File: config.mk
export PLATFORM = sky130hd
export DESIGN_NAME = norm_prep_stage
export DESIGN_NICKNAME = d
export VERILOG_FILES = /design/src/rtl/norm_prep_stage.sv
export SDC_FILE = /design/constraint.sdc
export NUM_CORES = 1
export LEC_CHECK = 0
export CAP_MARGIN = 20
export CORE_MARGIN = 1.5
export CORE_UTILIZATION = 42
export CTS_CLUSTER_SIZE = 40
export DETAILED_ROUTE_END_ITERATION = 6
export PLACE_DENSITY = 0.7
export SLEW_MARGIN = 40
export SYNTH_ARGS = -nofsm -noshare
export SYNTH_HDL_FRONTEND = slang
export SYNTH_SLANG_ARGS = --single-unit
File: constraint.sdc
create_clock -name clk -period 1.92 [get_ports clk]
set_input_delay 0.288 -clock clk [delete_from_list [all_inputs] [get_ports clk]]
set_output_delay 0.288 -clock clk [all_outputs]
set_load 0.005 [all_outputs]
File: src/rtl/norm_prep_stage.sv
// ----------------------------------------------------------------------------
// norm_prep_stage
//
// Normalisation prep stage placed after the adder. It turns a two's-complement
// sum into sign plus magnitude and folds the LZA shift amount, the LZA revise
// bit and the adder carry-out into the exponent. The stage works either on the
// full DW-bit word or on LANES independent packed lanes.
//
// Modes (in_mode):
//   0 full  : magnitude of the whole word. Exponent adjustment depends on
//             cry[0]/shv[0].
//   1 split : per-lane magnitude and per-lane exponent field. Nothing crosses
//             a lane boundary (no borrow, no carry).
//   2 full  : magnitude of the whole word. Unconditional exp+KN-shamt-rev[0].
//   3..7    : illegal. Magnitude and exponent read 0 and out_illegal is 1.
//             The transfer still completes normally.
//
// Exponent arithmetic wraps modulo 2^(field width). out_shamt, out_shv,
// out_rev and out_tag are registered copies of the inputs.
//
// Handshake: a transfer happens on a rising clk edge when valid and ready are
// both high. The upstream side (in_valid/in_ready) and the downstream side
// (out_valid/out_ready) follow the same rule. Once out_valid is high, the
// output payload holds its value until the cycle in which out_ready is high.
//
// Configuration macro NORM_PREP_SKID_EN:
//   undefined : single output register. in_ready = out_ready | !out_valid
//               (combinational). Accept and emit can happen in the same cycle.
//   defined   : 2-entry skid buffer. in_ready is registered and is high while
//               the buffer is not full. Outputs come from the buffer head.
//
// Ports:
//   clk, rstn               clock, asynchronous active-low reset
//   in_valid / in_ready     upstream handshake
//   in_mode [2:0]           operating mode
//   in_data [DW-1:0]        sum (full) or packed LW-bit lane sums (split)
//   in_exp [EW-1:0]         packed exponent(s)
//   in_shamt [SHW-1:0]      packed LZA shift amount(s)
//   in_shv/in_rev/in_cry    per-lane shift-valid, LZA revise, carry-out
//   in_tag [TW-1:0]         sideband, passed through unchanged
//   out_valid / out_ready   downstream handshake
//   out_mag, out_sign, out_exp, out_shamt, out_shv, out_rev, out_tag,
//   out_illegal             registered results
// ----------------------------------------------------------------------------
module norm_prep_stage #(
    parameter int DW    = 74,
    parameter int LANES = 2,
    parameter int EW    = 12,
    parameter int SHW   = 10,
    parameter int TW    = 16,
    parameter int KC    = 3,
    parameter int KN    = 27,
    parameter int KCL   = 3,
    parameter int KNL   = 14
) (
    input  logic             clk,
    input  logic             rstn,
    input  logic             in_valid,
    output logic             in_ready,
    input  logic [2:0]       in_mode,
    input  logic [DW-1:0]    in_data,
    input  logic [EW-1:0]    in_exp,
    input  logic [SHW-1:0]   in_shamt,
    input  logic [LANES-1:0] in_shv,
    input  logic [LANES-1:0] in_rev,
    input  logic [LANES-1:0] in_cry,
    input  logic [TW-1:0]    in_tag,
    output logic             out_valid,
    input  logic             out_ready,
    output logic [DW-1:0]    out_mag,
    output logic [LANES-1:0] out_sign,
    output logic [EW-1:0]    out_exp,
    output logic [SHW-1:0]   out_shamt,
    output logic [LANES-1:0] out_shv,
    output logic [LANES-1:0] out_rev,
    output logic [TW-1:0]    out_tag,
    output logic             out_illegal
);

    // DW, EW and SHW are expected to be multiples of LANES.
    localparam int LW  = DW / LANES;
    localparam int LEW = EW / LANES;
    localparam int LSW = SHW / LANES;

    localparam logic [2:0] MODE_FULL   = 3'd0;
    localparam logic [2:0] MODE_SPLIT  = 3'd1;
    localparam logic [2:0] MODE_UNCOND = 3'd2;

    typedef struct packed {
        logic             illegal;
        logic [TW-1:0]    tag;
        logic [LANES-1:0] rev;
        logic [LANES-1:0] shv;
        logic [SHW-1:0]   shamt;
        logic [EW-1:0]    exp;
        logic [LANES-1:0] sign;
        logic [DW-1:0]    mag;
    } res_t;

    // ------------------------------------------------------------------
    // Full-word datapath
    // ------------------------------------------------------------------
    logic          full_sign;
    logic [DW-1:0] full_mag;
    logic [EW-1:0] shamt_ext;
    logic [EW-1:0] sh_term;
    logic [EW-1:0] rev_ext;
    logic [EW-1:0] exp_cry;
    logic [EW-1:0] exp_ncry;
    logic [EW-1:0] exp_uncond;
    logic [EW-1:0] exp_full;

    always_comb begin
        full_sign = in_data[DW-1];
        // Negating the most negative value wraps back to itself. As an
        // unsigned magnitude that pattern is the correct 2^(DW-1).
        full_mag  = full_sign ? (~in_data + DW'(1)) : in_data;

        shamt_ext = EW'(in_shamt);
        sh_term   = in_shv[0] ? shamt_ext : '0;
        rev_ext   = EW'(in_rev[0]);

        exp_cry    = in_exp + EW'(KC) - sh_term - rev_ext;
        exp_ncry   = in_exp - shamt_ext - rev_ext + EW'(KN);
        exp_uncond = in_exp + EW'(KN) - shamt_ext - rev_ext;

        if (in_cry[0]) begin
            exp_full = exp_cry;
        end else if (in_shv[0]) begin
            exp_full = exp_ncry;
        end else begin
            exp_full = in_exp;
        end
    end

    // ------------------------------------------------------------------
    // Split-lane datapath. Each lane uses its own slice only, so no borrow
    // or carry can cross a lane boundary.
    // ------------------------------------------------------------------
    logic [DW-1:0]    lane_mag;
    logic [LANES-1:0] lane_sign;
    logic [EW-1:0]    lane_exp;

    always_comb begin
        lane_mag  = '0;
        lane_sign = '0;
        lane_exp  = '0;
        for (int i = 0; i < LANES; i++) begin
            lane_sign[i] = in_data[i*LW + LW - 1];
            lane_mag[i*LW +: LW] = lane_sign[i] ? (~in_data[i*LW +: LW] + LW'(1))
                                                : in_data[i*LW +: LW];
            lane_exp[i*LEW +: LEW] = in_exp[i*LEW +: LEW]
                                   + (in_cry[i] ? LEW'(KCL) : LEW'(KNL))
                                   - (in_shv[i] ? LEW'(in_shamt[i*LSW +: LSW]) : LEW'(0))
                                   - LEW'(in_rev[i]);
        end
    end

    // ------------------------------------------------------------------
    // Result selection
    // ------------------------------------------------------------------
    res_t res_d;

    always_comb begin
        res_d         = '0;
        res_d.tag     = in_tag;
        res_d.rev     = in_rev;
        res_d.shv     = in_shv;
        res_d.shamt   = in_shamt;
        res_d.illegal = 1'b0;
        case (in_mode)
            MODE_FULL: begin
                res_d.mag     = full_mag;
                res_d.sign[0] = full_sign;
                res_d.exp     = exp_full;
            end
            MODE_SPLIT: begin
                res_d.mag  = lane_mag;
                res_d.sign = lane_sign;
                res_d.exp  = lane_exp;
            end
            MODE_UNCOND: begin
                res_d.mag     = full_mag;
                res_d.sign[0] = full_sign;
                res_d.exp     = exp_uncond;
            end
            default: begin
                // Illegal mode. Sideband copies still travel so the
                // consumer can tell which request went wrong.
                res_d.illegal = 1'b1;
            end
        endcase
    end

    // ------------------------------------------------------------------
    // Output storage
    // ------------------------------------------------------------------
    res_t out_r;

`ifdef NORM_PREP_SKID_EN
    // Two-entry FIFO. in_ready is registered, so it has to predict the
    // occupancy after this edge: it is high whenever the next count is
    // below 2.
    res_t       buf0_q;
    res_t       buf1_q;
    logic       wr_ptr_q;
    logic       rd_ptr_q;
    logic [1:0] cnt_q;
    logic [1:0] cnt_d;
    logic       in_ready_q;
    logic       push;
    logic       pop;

    assign push  = in_valid & in_ready_q;
    assign pop   = (cnt_q != 2'd0) & out_ready;
    assign cnt_d = cnt_q + {1'b0, push} - {1'b0, pop};

    always_ff @(posedge clk or negedge rstn) begin
        if (!rstn) begin
            buf0_q     <= '0;
            buf1_q     <= '0;
            wr_ptr_q   <= 1'b0;
            rd_ptr_q   <= 1'b0;
            cnt_q      <= 2'd0;
            in_ready_q <= 1'b1;
        end else begin
            if (push) begin
                if (wr_ptr_q) begin
                    buf1_q <= res_d;
                end else begin
                    buf0_q <= res_d;
                end
                wr_ptr_q <= ~wr_ptr_q;
            end
            if (pop) begin
                rd_ptr_q <= ~rd_ptr_q;
            end
            cnt_q      <= cnt_d;
            in_ready_q <= (cnt_d != 2'd2);
        end
    end

    assign out_r     = rd_ptr_q ? buf1_q : buf0_q;
    assign out_valid = (cnt_q != 2'd0);
    assign in_ready  = in_ready_q;
`else
    // Single stage. The register loads whenever it is empty or being
    // drained this cycle, so a new result can replace the old one in the
    // same cycle at full throughput.
    res_t out_q;
    logic valid_q;
    logic load;

    assign in_ready = out_ready | ~valid_q;
    assign load     = in_valid & in_ready;

    always_ff @(posedge clk or negedge rstn) begin
        if (!rstn) begin
            out_q   <= '0;
            valid_q <= 1'b0;
        end else begin
            if (load) begin
                out_q   <= res_d;
                valid_q <= 1'b1;
            end else if (out_ready) begin
                valid_q <= 1'b0;
            end
        end
    end

    assign out_r     = out_q;
    assign out_valid = valid_q;
`endif

    assign out_mag     = out_r.mag;
    assign out_sign    = out_r.sign;
    assign out_exp     = out_r.exp;
    assign out_shamt   = out_r.shamt;
    assign out_shv     = out_r.shv;
    assign out_rev     = out_r.rev;
    assign out_tag     = out_r.tag;
    assign out_illegal = out_r.illegal;

endmodule

# Word level (Yosys, flattened, before mapping)
# Cells that the tools add are included.
[op_classes]
n_addsub = 18
eq_ne = 2
muxes = 16
n_bitwise = 6
reduce_logical = 4
[op_table]
columns = ["cell", "count"]
rows = [
  ["$pmux W75 S2", 1],
  ["$add A37 B1 Y37 const B", 2],
  ["$add A74 B1 Y74 const B", 1],
  ["$mux W37", 2],
  ["$mux W74", 1],
  ["$not A37 Y37", 2],
  ["$not A74 Y74", 1],
  ["$pmux W12 S3", 1],
  ["$sub A12 B1 Y12", 3],
  ["$sub A12 B10 Y12", 3],
  ["$add A12 B5 Y12 const B", 2],
  ["$mux W12", 2],
  ["$add A12 B2 Y12 const B", 1],
  ["$add A6 B4 Y6", 2],
  ["$sub A6 B1 Y6", 2],
  ["$sub A6 B5 Y6", 2],
  ["$mux W10", 1],
  ["$mux W5", 2],
  ["$mux W4", 2],
  ["$mux W1", 4],
  ["$eq A3 B1 Y1 const B", 1],
  ["$eq A3 B2 Y1 const B", 1],
  ["$logic_not A3 Y1", 1],
  ["$reduce_or A3 Y1", 1],
  ["5 further kinds", 5],
]
[word_totals]
register_bits = 120
in_bits = 125
out_inout_bits = 121
wordCells = 55

# Depth between registers and ports, before layout
[logic_depth]
word_depth = 6
mapped_depth = 19
ltp_nobuf = 16

# Worst setup path before layout
# Ideal clock, no wire load.
[synth_path]
path_type = "in2reg"
start = "input in_shv[0]"
end = "register out_q, in the netlist out_exp[4]"
setup_ns = 0.133
arrival_time_ns = 3.554
required_ns = 1.787
setup_slack_ns = -1.767
stages = 17
n_path_buf = 3
cell_sequence = "buf_1 > buf_1 > clkbuf_1 > and2_1 > ha_1 > inv_1 > fa_1 > inv_1 > fa_1 > inv_1 > ha_1 > inv_1 > fa_1 > xor2_1 > nor2_1 > a221oi_1 > o21ai_0"
[synth_between]
elab_chain_len = 5
elab_cells_between_ends = 9
classes_between = "4 x add/sub; 5 x mux"
[synth_lines]
columns = ["item", "line", "rtl"]
rows = [
  ["from (decl)", "64", "input logic [LANES-1:0] in_shv,"],
  ["$mux W10", "120", "sh_term = in_shv[0] ? shamt_ext : '0;"],
  ["$sub A12 B10 Y12", "123", "exp_cry = in_exp + EW'(KC) - sh_term - rev_ext;"],
  ["$sub A12 B1 Y12", "123", ""],
  ["$mux W12", "127", "if (in_cry[0]) begin"],
  ["$pmux W12 S3 *", "171", "case (in_mode)"],
  ["to (signal assigned)", "263", "out_q <= res_d;"],
  ["to (decl)", "250", "res_t out_q;"],
]
# Every way passes the cells marked *; elsewhere a longest branch is shown, timed or not.
# A chain may end at the register's enable or synchronous reset.

# Worst setup path in the final report
[layout_path]
start = "input in_shv[0]"
end = "register out_q, in the netlist out_exp[8]"
[layout_between]
elab_chain_len = 5
elab_cells_between_ends = 6
classes_between = "2 x add/sub; 4 x mux"
[layout_lines]
columns = ["item", "line"]
rows = [
  ["$mux W10", "120"],
  ["$sub A12 B10 Y12", "123"],
  ["$sub A12 B1 Y12", "123"],
  ["$mux W12 *", "127"],
  ["$pmux W12 S3 *", "171"],
]
# Marked as above.

==> impl_metrics.csv <==
group,metric,value,unit
floorplan,die_width,156,µm
clock_network,numCtsBuffers,17,
synth,syn_nets,1480,
global_routing,gr-usage-all-layers,33.8,%
worst_hold_path,min_path_type,"input pin to flop",
synth,synth_top_area_cell,"dfrtp_1",
synth,yosys.area_share.simple,24.7,%
place,dp.cells,2080,
sta,hold_viol_final,0,
clock_network,cts_sinks,120,
sta,tightest_slew,0.560,ns
floorplan,die_h,156,µm
drt,dr.pass1.iters,7,
run,drv_cap,0,
drt,ant_nets,0,
sta,drv_slew,0,
synth,netlist_area,9770,µm²
synth,synth_cells,1264,
pwr,power_switching,3940,µW
place,dp_slack,-1.66,ns
critical_path,rr_worst_depth,8,
drt,wl,46.7,mm
sta,final.setup_skew,0.00912,ns
floorplan,start_util,43.0,%
critical_path,worstSetupEndpointType,"flop",
clock_network,cts_root_buf,"clkbuf_16",
pwr,p_clk_share,29.1,%
global_routing,grt_pass1_wl,64.8,mm
place,place.gp.congestion,0.950,
synth,yosys_warnings,0,
sta,finalCritPeriodShare,136,%
sta,whs,0.0861,ns
outcome,outcome,"finished with violations",
pwr,switching_share,35.4,%
global_routing,grt_max_degree,48,
layout,syn2layout_area_growth,88.7,%
sta,setup_viol,65,
pwr,p_per_area,604,nW/µm²
clock_network,clk_latency,0.43,ns
floorplan,row_count,55,
place,dp_hpwl,29.4,mm
floorplan,io_pins,246,
sta,rsz0062_at_grt,"true",
sta,max_freq,383,MHz
global_routing,grt_pass1_vias,12500,
synth,ys_types,69,
layout,fin_util,81.2,%
critical_path,criticalPathCategory,"input pin to flop",
pwr,internal_power,7190,µW
synth,synth.avg_cell_area,7.73,µm²
drt,wire_per_inst,21.4,µm
pwr,p_comb_share,43.3,%
layout,stdcell_count,2186,
synth,synth_seq_area_share,30.7,%
drt,num_vias,13100,
synth,yosys-mux-area-fraction,0.832,%
pwr,peakVddDrop,0.551,mV
critical_path,critical_path.max_fanout,3,
pwr,p_seq_share,27.6,%
synth,synth_compound_area_share,22.3,%
critical_path,start_kind,"input pin",
floorplan,core,22700,µm²
drt,drtIter0Drc,1393,
layout,fin_nets,2104,
drt,drc,1,
clock_network,cts_tree,"built",
sta,fin_ws,-0.690,ns
synth,synth_fa_ha_area_share,12.5,%
clock_network,clkSlewWorstSetupHoldPaths,0.07,ns
sta,relSlewSlack,62.7,%
pwr,p_leak,0.00851,µW
synth,yosys.area.top_type_share,30.7,%
critical_path,arrival,2.94,ns
worst_hold_path,holdPathStages,3,
synth,synth-edff-count,0,
global_routing,antenna_found_initial,0,
clock_network,cts_buffer_depth,2,
layout,drive_gt1_share,43.0,%
clock_network,htreeDepth,4,
synth,async_flop_share,100,%
outcome,violations,"design-rule violations, negative setup slack",
synth,synth_ff_type,"dfrtp_1",
drt,viasPerCell,6.00,
critical_path,worstPathRequired,2.25,ns
floorplan,die_area,24200,µm²
synth,synthTopCellsByArea,"dfrtp_1 (31%), ha_1 (10%), nand2_1 (8.5%)",
synth,ys_ff_latch,120,
place,port_buffers,245,
sta,fin_crit,2.61,ns
layout,diodes,0,
synth,synth_xor_area_share,3.14,%
global_routing,gr-total-overflow,0,
synth,synth_top_family_by_area,"simple AND/OR/NAND/NOR gates",
==> metrics by stage <==
stage / instance area [µm²] / TNS, ns / total power (µW)
after floorplan: 10200 / -29.99 / 4760
after global placement: 15500 / -80.92 / 6980
after detailed placement: 15500 / -83.97 / 7060
after CTS: 17400 / -18.81 / 10600
after global routing: 18400 / -23.49 / 11600
final: 18400 / -20.31 / 11100
==> cell usage in the layout (no fill, tap or decap), types with 10 or more instances in the layout <==
| cell type | instances |
|---|---|
| dfrtp_1 | 120 |
| or3_4 | 11 |
| buf_4 | 359 |
| dlygate4sd2_1 | 26 |
| clkdlybuf4s50_1 | 162 |
| a31oi_1 | 10 |
| a21oi_2 | 30 |
| nand3_1 | 10 |
| o21ai_0 | 38 |
| nand2_2 | 11 |
| a221oi_2 | 20 |
| dlymetal6s2s_1 | 19 |
| ha_1 | 50 |
| o21ai_2 | 26 |
| a21o_1 | 10 |
| clkbuf_16 | 17 |
| o21ai_1 | 40 |
| ha_4 | 25 |
| a22o_1 | 11 |
| and2_1 | 13 |
| inv_1 | 58 |
| buf_6 | 59 |
| inv_2 | 22 |
| nor3_1 | 26 |
| xnor2_1 | 20 |
| a21oi_1 | 44 |
| nor3_4 | 13 |
| buf_12 | 17 |
| nand2_1 | 199 |
| nor2_1 | 101 |
==> per-layer routing <==
| metal | wire (µm) | global-route usage [%] | part of all wire [%] |
|---|---|---|---|
| met5 | 0 | 0 | 0 |
| met4 | 2700 | 14.2 | 5.8 |
| met3 | 4120 | 5.15 | 8.8 |
| met2 | 22200 | 57.4 | 48 |
| met1 | 17700 | 42.8 | 38 |
==> kinds of logic after synthesis <==
logic type | count (synthesis)
flip-flops | 120
buffers and inverters | 150
multiplexers | 8
XOR/XNOR | 35
AND/OR/NAND/NOR | 520
AO/OA/AOI/OAI | 340
adder cells (fa/ha/maj) | 91
==> worst max-delay path, cell delays in order <==
cell and delay (ns):
buf_6 0.09, and2_4 0.15, ha_4 0.15, inv_2 0.04
fa_1 0.44, ha_1 0.33, a21oi_2 0.23, o21ai_2 0.12
o31ai_2 0.29, buf_4 0.18, nand2b_4 0.05, a21oi_2 0.14
xor2_1 0.07, and2_1 0.17, o32ai_2 0.20
==> flip-flops by register name, summed over array words and instances, names as in the netlist <==
| register | count |
|---|---|
| out_exp | 12 |
| out_mag | 74 |
| out_shamt | 10 |
| out_tag | 16 |
| out_sign | 2 |
| out_valid | 1 |
| out_shv | 2 |
| out_rev | 2 |
| out_illegal | 1 |
==> synthesized netlist by cell type (10+ instances only) <==
master    count
nand2_1     220
dfrtp_1     120
nor2_1      115
o21ai_0     110
inv_1        83
ha_1         80
a21oi_1      75
clkbuf_1     56
nor3_1       47
a221oi_1     27
xnor2_1      24
and2_1       21
nand3_1      18
nor4_1       16
or3_1        16
a211oi_1     13
nand2b_1     13
a31oi_1      12
a22o_1       11
fa_1         11
xor2_1       11
a21o_1       10
buf_1        10
==> path summary, 6_finish.rpt <==
path	slack, ns	to	start
setup / recovery	-0.69	out_exp[8]$_DFFE_PN0P_	in_shv[0]
hold / removal	0.09	out_shamt[1]$_DFFE_PN0P_	in_shamt[1]
setup reg to reg	0.08	out_mag[44]$_DFFE_PN0P_	out_valid$_DFFE_PN0P_
hold reg to reg	0.47	out_tag[13]$_DFFE_PN0P_	out_tag[13]$_DFFE_PN0P_
max in group asynchronous	0.80	out_shamt[4]$_DFFE_PN0P_	rstn
min in group asynchronous	0.39	out_mag[23]$_DFFE_PN0P_	rstn
==> area by class of cell <==
cell class,instances,area (µm²)
fill,1302,4270
multi-input combinational,994,8160
inverter,83,334
clock inverter,14,139
sequential,120,3000
timing repair buffer,672,6020
tap,285,357
clock buffer,18,429
==> power by group through the flow <==
stage	combinational (µW)	clock (µW)	sequential, µW
2_1_floorplan	1670	0	3090
3_3_place_gp	3880	0	3100
3_5_place_dp	3960	0	3100
4_1_cts	4370	3220	3060
5_1_grt	5150	3370	3100
6_report	4820	3240	3070
==> repair_timing <==
item                                    4_1_cts  5_1_grt
endpoints found under the setup margin       75       82
hold buffers                                  1        0
pin swaps                                   168      167
setup buffers                                47       39
gates resized for setup                     397      199
hold endpoints to repair                     34        0
Note: power is estimated with default switching activity, not from simulation.
